==> config.mk <==
export PLATFORM = sky130hd
export DESIGN_NAME = ac_dec_renorm
export DESIGN_NICKNAME = d
export VERILOG_FILES = /design/src/rtl/ac_dec_pkg.sv /design/src/rtl/ac_dec_lzc16.sv /design/src/rtl/ac_dec_renorm.sv
export SDC_FILE = /design/constraint.sdc
export NUM_CORES = 1
export LEC_CHECK = 0
export ABC_AREA = 1
export CAP_MARGIN = 5
export CORE_UTILIZATION = 60
export DETAILED_ROUTE_END_ITERATION = 8
export PLACE_DENSITY = 0.9
export SYNTH_ARGS = -nofsm -noshare
export SYNTH_HDL_FRONTEND = slang
export SYNTH_HIERARCHICAL = 1
export SYNTH_SLANG_ARGS = --single-unit
==> constraint.sdc <==
create_clock -name clk -period 9.2 [get_ports clk]
set_input_delay 0.92 -clock clk [delete_from_list [all_inputs] [get_ports clk]]
set_output_delay 0.92 -clock clk [all_outputs]
set_load 0.02 [all_outputs]
==> src/rtl/ac_dec_pkg.sv <==
// ac_dec_pkg
// Shared definitions for the arithmetic-decoder renormalization slice:
// default widths, FSM state codes, reset/re-init constants and the helper
// that computes the refill shift position from the bit count.
package ac_dec_pkg;

    localparam int WIN_DEF   = 32;
    localparam int RNG_W_DEF = 16;
    localparam int CNT_W_DEF = 8;

    // FSM state codes
    localparam logic [1:0] ST_IDLE   = 2'd0;
    localparam logic [1:0] ST_REFILL = 2'd1;
    localparam logic [1:0] ST_READY  = 2'd2;
    localparam logic [1:0] ST_RENORM = 2'd3;

    // Re-init values. DIF_INIT is given for the default window; the top
    // derives the same pattern (0 followed by all ones) for its own WIN.
    localparam logic [RNG_W_DEF-1:0] RNG_INIT = 16'h8000;
    localparam logic [WIN_DEF-1:0]   DIF_INIT = {1'b0, {(WIN_DEF-1){1'b1}}};
    localparam int                   CNT_INIT = -15;

    // Bit position at which the next byte is XORed into dif:
    // s = WIN-9-(cnt+15). A negative result means the window is full.
    function automatic int refill_shift(input int win, input int cnt);
        return win - 24 - cnt;
    endfunction

endpackage

==> src/rtl/ac_dec_lzc16.sv <==
// ac_dec_lzc16
// Combinational 16-bit leading-zero counter.
// Ports:
//   value    in  16  word to examine
//   count    out 4   number of leading zeros (15 when value is zero)
//   all_zero out 1   value is entirely zero
module ac_dec_lzc16 (
    input  logic [15:0] value,
    output logic [3:0]  count,
    output logic        all_zero
);

    // Scan upward so the highest set bit is the last one to write count.
    always_comb begin
        count    = 4'd15;
        all_zero = (value == 16'h0000);
        for (int i = 0; i < 16; i++) begin
            if (value[i]) begin
                count = 4'(15 - i);
            end
        end
    end

endmodule

==> src/rtl/ac_dec_renorm.sv <==
// ac_dec_renorm
// Range/window renormalization and byte refill stage of the arithmetic
// decoder. Holds rng, the dif window and the signed bit count cnt, presents
// rng and the top 16 bits of dif to the symbol logic, accepts one update per
// symbol, renormalizes, then refills dif one byte per cycle.
// Ports:
//   clk, reset (async, active low)
//   start                         re-initialize for a new stream
//   upd_valid/upd_ready           symbol update handshake
//   upd_rng, upd_dif_sub          new range and dif subtrahend
//   byte_valid/byte_ready         bitstream byte handshake
//   byte_data                     bitstream byte
//   stream_end                    no more bytes, feed zeros
//   rng_out, dif_top, state_valid decoder state presented downstream
//   tail_bytes                    zero bytes inserted after stream_end
module ac_dec_renorm
    import ac_dec_pkg::*;
#(
    parameter int WIN   = WIN_DEF,
    parameter int RNG_W = RNG_W_DEF,
    parameter int CNT_W = CNT_W_DEF
) (
    input  logic             clk,
    input  logic             reset,
    input  logic             start,
    input  logic             upd_valid,
    output logic             upd_ready,
    input  logic [RNG_W-1:0] upd_rng,
    input  logic [15:0]      upd_dif_sub,
    input  logic             byte_valid,
    output logic             byte_ready,
    input  logic [7:0]       byte_data,
    input  logic             stream_end,
    output logic [RNG_W-1:0] rng_out,
    output logic [15:0]      dif_top,
    output logic             state_valid,
    output logic [7:0]       tail_bytes
);

    localparam int               SH_W      = $clog2(WIN);
    localparam logic [WIN-1:0]   DIF_RESET = {1'b0, {(WIN-1){1'b1}}};
    localparam logic [CNT_W-1:0] CNT_RESET = CNT_W'(CNT_INIT);

    logic [1:0]       state;
    logic [RNG_W-1:0] rng;
    logic [WIN-1:0]   dif;
    logic [CNT_W-1:0] cnt;

    int               s_val;
    logic             need_byte;
    logic [SH_W-1:0]  shamt;
    logic [WIN-1:0]   byte_shifted;
    logic [WIN-1:0]   sub_shifted;
    logic [3:0]       lz;
    logic             lz_zero;
    logic [RNG_W-1:0] rng_renorm;
    logic [WIN-1:0]   dif_inc;
    logic [WIN-1:0]   dif_renorm;
    logic [CNT_W-1:0] cnt_renorm;

    ac_dec_lzc16 u_lzc (
        .value    (rng),
        .count    (lz),
        .all_zero (lz_zero)
    );

    // Refill position and the operands for the refill, update and renorm
    // datapaths. Renorm shifts ones in at the bottom of dif, hence +1/-1.
    always_comb begin
        s_val        = refill_shift(WIN, int'($signed(cnt)));
        need_byte    = (s_val >= 0);
        shamt        = s_val[SH_W-1:0];
        byte_shifted = {{(WIN-8){1'b0}}, byte_data} << shamt;
        sub_shifted  = {upd_dif_sub, {(WIN-16){1'b0}}};
        rng_renorm   = lz_zero ? '0 : (rng << lz);
        dif_inc      = dif + WIN'(1);
        dif_renorm   = (dif_inc << lz) - WIN'(1);
        cnt_renorm   = cnt - CNT_W'(lz);
    end

    // A byte is only requested when a real one is wanted; start abandons the
    // refill, so no handshake may complete in that cycle.
    always_comb begin
        state_valid = (state == ST_READY);
        upd_ready   = state_valid;
        byte_ready  = (state == ST_REFILL) && need_byte && !stream_end && !start;
        rng_out     = rng;
        dif_top     = dif[WIN-1 -: 16];
    end

    // Main FSM. start re-initializes from any state and wins over updates.
    always_ff @(posedge clk or negedge reset) begin
        if (!reset) begin
            state      <= ST_IDLE;
            rng        <= RNG_INIT;
            dif        <= DIF_RESET;
            cnt        <= CNT_RESET;
            tail_bytes <= 8'd0;
        end else if (start) begin
            state      <= ST_REFILL;
            rng        <= RNG_INIT;
            dif        <= DIF_RESET;
            cnt        <= CNT_RESET;
            tail_bytes <= 8'd0;
        end else begin
            case (state)
                ST_REFILL: begin
                    if (!need_byte) begin
                        state <= ST_READY;
                    end else if (stream_end) begin
                        cnt <= cnt + CNT_W'(8);
                        if (tail_bytes != 8'hFF) begin
                            tail_bytes <= tail_bytes + 8'd1;
                        end
                    end else if (byte_valid) begin
                        dif <= dif ^ byte_shifted;
                        cnt <= cnt + CNT_W'(8);
                    end
                end
                ST_READY: begin
                    if (upd_valid) begin
                        dif   <= dif - sub_shifted;
                        rng   <= upd_rng;
                        state <= ST_RENORM;
                    end
                end
                ST_RENORM: begin
                    rng   <= rng_renorm;
                    dif   <= dif_renorm;
                    cnt   <= cnt_renorm;
                    state <= cnt_renorm[CNT_W-1] ? ST_REFILL : ST_READY;
                end
                default: begin
                    state <= ST_IDLE;
                end
            endcase
        end
    end

endmodule

==> flow_metrics.py <==
metrics = {
    "clock_network": {
        "hold_buffers": 0,
        "h-tree-depth": 3,
        "post-cts-setup-buffers": 0,
        "clkTransAtPathRegs_ns": 0.07,
        "numCtsBuffers": 9,
        "cts-root-buf": "clkbuf_16",
        "clock_path_buffers": 2,
        "clkSinkCount": 66,
        "cts_tree": "built",
        "worstSkewPairLatency_ns": 0.35,
        "cts_resized": 0,
    },
    "worst_hold_path": {
        "hold_path.class": "register to register",
    },
    "pwr": {
        "ir_drop_mv": 0.3812,
        "total_power_mw": 4.934,
        "power.density_nw_per_um2": 453.9,
        "leakage_nw": 5.388,
    },
    "logic_synthesis": {
        "synth_edf_count": 0,
        "synth_nets": 1760,
        "netlist_instances": 1688,
        "ys_ff_latch": 66,
        "synth.area.top_cells": "nand2_1 18%, nand3_1 14%, dfstp_2 10%",
        "async_flop_share_pct": 100.0,
        "synth.avg_cell_area_um2": 5.733,
        "synth_top_area_cell": "nand2_1",
        "synth_ff_type": "dfstp_2",
        "yosysSeqAreaShare_pct": 17.55,
        "netlist_area_um2": 9677,
        "ys_warn_count": 6,
        "synth_cell_type_count": 57,
        "yosysTopAreaCellShare_pct": 18.23,
    },
    "drt": {
        "avgViaCountPerCell": 6.205,
        "route.detailed.drc": 0,
        "vias": 12068,
        "wl_per_cell_um": 18.30,
        "ant_nets": 0,
        "first_pass_iters": 6,
        "drtIter0Drc": 1652,
        "wl_um": 35600,
    },
    "finish": {
        "num-fill-cells": 1494,
        "nets": 1796,
        "drive_gt1_share_pct": 8.965,
        "final_util_pct": 68.68,
        "synthToLayoutAreaGrowth_pct": 12.33,
        "instances_no_fill": 1945,
        "multi_input_area_um2": 6829,
        "antenna_cells": 0,
        "seq_area_um2": 1698,
        "final_area_um2": 10870,
    },
    "critical_path": {
        "reg2reg_slack_ns": 4.62,
        "endpoint_kind": "register",
        "arrival_ns": 4.86,
        "slowest_stage": "buf_4",
        "crit_buf_inv": 8,
        "cpMostUsedCell": "nand2_1",
        "cp.required_ns": 9.48,
        "path_class": "register to register",
        "worstPathMaxFanout": 66,
        "critPathLaunchType": "register",
        "cpLargestDelayFamily": "simple AND/OR/NAND/NOR gates",
        "critical-path-max-stage-delay_ns": 0.56,
    },
    "grt": {
        "antenna_found_initial": 0,
        "grt_remaining_overflow": 0,
        "grt_pass1_wl_um": 55830,
        "grt_pass1_vias": 10954,
        "track_usage_pct": 43.47,
        "grt_max_degree": 67,
    },
    "timing": {
        "setup_viol": 0,
        "rsz0062_at_grt": "false",
        "finalSetupTns_ns": 0,
        "fin_crit_sh_pct": 49.81,
        "finClkSkew_ns": 0.009439,
        "relSlewSlack_pct": 26.17,
        "slew_viol_final": 0,
        "hold_slack_ns": 0.5180,
        "max_freq_ghz": 0.2182,
        "fin_crit_ns": 4.582,
        "final_hold_viol_count": 0,
        "worstMarginPinSlew_ns": 1.103,
        "finalWorstSetupSlack_ns": 4.618,
    },
    "status": {
        "status": "finished, final reports clean",
    },
    "placed_design": {
        "pre_cts_ws_ns": 4.712,
        "gp_congestion": 1.005,
        "io_buffers": 88,
        "dpl.hpwl_um": 27650,
        "placed_cells": 1929,
        "placed_area_um2": 10560,
    },
    "die": {
        "die_x_um": 129.0,
        "initial_core_util_pct": 61.14,
        "core-area_um2": 15830,
        "dieArea_um2": 16640,
        "fp.dieH_um": 129.0,
        "rows": 46,
        "io-pin-count": 89,
    },
    "run": {
        "maxCapViolCount": 0,
    },
}
## sequential cells by signal (all words and copies together), names as in the netlist
| signal | cells |
|---|---|
| state | 2 |
| cnt | 8 |
| dif | 32 |
| tail_bytes | 8 |
| rng_out | 16 |
## metal layers
| metal | vias to the layer above | part of all wire [%] | GRT usage, % | routed length (um) |
|---|---|---|---|---|
| li1 | 5680 | - | - | - |
| met1 | 5474 | 38 | 53.21 | 13610 |
| met2 | 745 | 46 | 71.32 | 16310 |
| met3 | 169 | 9.4 | 6.570 | 3346 |
| met4 | 0 | 6.6 | 28.37 | 2336 |
| met5 | - | 0 | 0 | 0 |
## worst reg2reg max path, delay by kind of cell, from the launching register on
family / cells / cell delay (ns)
buf+inv: 8 / 1.44
compound gates: 3 / 0.37
flops: 1 / 0.40
simple gates: 25 / 2.15
fa+ha+maj: 1 / 0.16
## kinds of logic (layout without fill, tap and decap cells)
kind of cell	Yosys count	in the layout	synth area share, %
XOR/XNOR	16	16	1.448
adder cells (fa/ha/maj)	26	26	3.517
AO/OA/AOI/OAI	280	280	17.29
multiplexers	9	9	0.9310
flip-flops	66	66	17.55
buffers and inverters	287	328	12.09
AND/OR/NAND/NOR	1004	1004	47.18
## cells in the mapped netlist (all sizes together), types with 13 or more instances
cell / number
o22ai: 13
nor3: 13
inv: 207
ha: 24
dfrtp: 29
o21ai: 123
nand4: 16
nor2: 176
a32oi: 13
a21oi: 67
clkbuf: 29
a22oi: 22
nand2: 489
dfstp: 37
buf: 46
nand3: 286
## cell type report
type	instances	share of cell area (%)
repair buffers	100	8.886
multi-input cells	1335	62.82
flip-flops and latches	66	15.62
clock inverters	7	0.7827
clock buffers	9	2.072
inverters	212	7.332
well taps	216	2.486
## worst paths after layout
check,startpoint,to,cells past startpoint
worst max register to register,rng_out[2],dif[18],37
worst min register to register,rng_out[15],rng_out[15],2
worst min-delay path,rng_out[15],rng_out[15],2
worst max-delay path,rng_out[2],dif[18],37
min in group asynchronous,reset,dif[31],2
max in group asynchronous,reset,rng_out[0],2
## report_power, final
| group | total, mW | switching, mW | internal [mW] |
|---|---|---|---|
| Clock | 0.375 | 0.159 | 0.216 |
| Combinational | 3.97 | 2.76 | 1.20 |
| Sequential | 0.594 | 0.171 | 0.423 |
## cells in the final DEF, fill, tap and decap left out, types with 6 or more instances in the layout
master,count
nor2_2,11
nand2_1,470
clkdlybuf4s50_1,87
inv_2,13
nand2_2,16
dfrtp_1,29
a32oi_1,13
nor3_1,12
nand3_2,17
mux2i_1,9
xor2_1,11
nand3b_1,10
inv_1,194
buf_4,12
nor2_1,152
o21ai_0,115
a211oi_1,7
o22ai_1,13
a22oi_1,19
a21oi_1,65
or2_2,6
dfstp_2,37
nand4_1,16
o21ai_1,8
ha_1,24
nand3_1,269
clkbuf_16,9
nor2_4,9
Note: power is estimated with default switching activity, not from simulation.
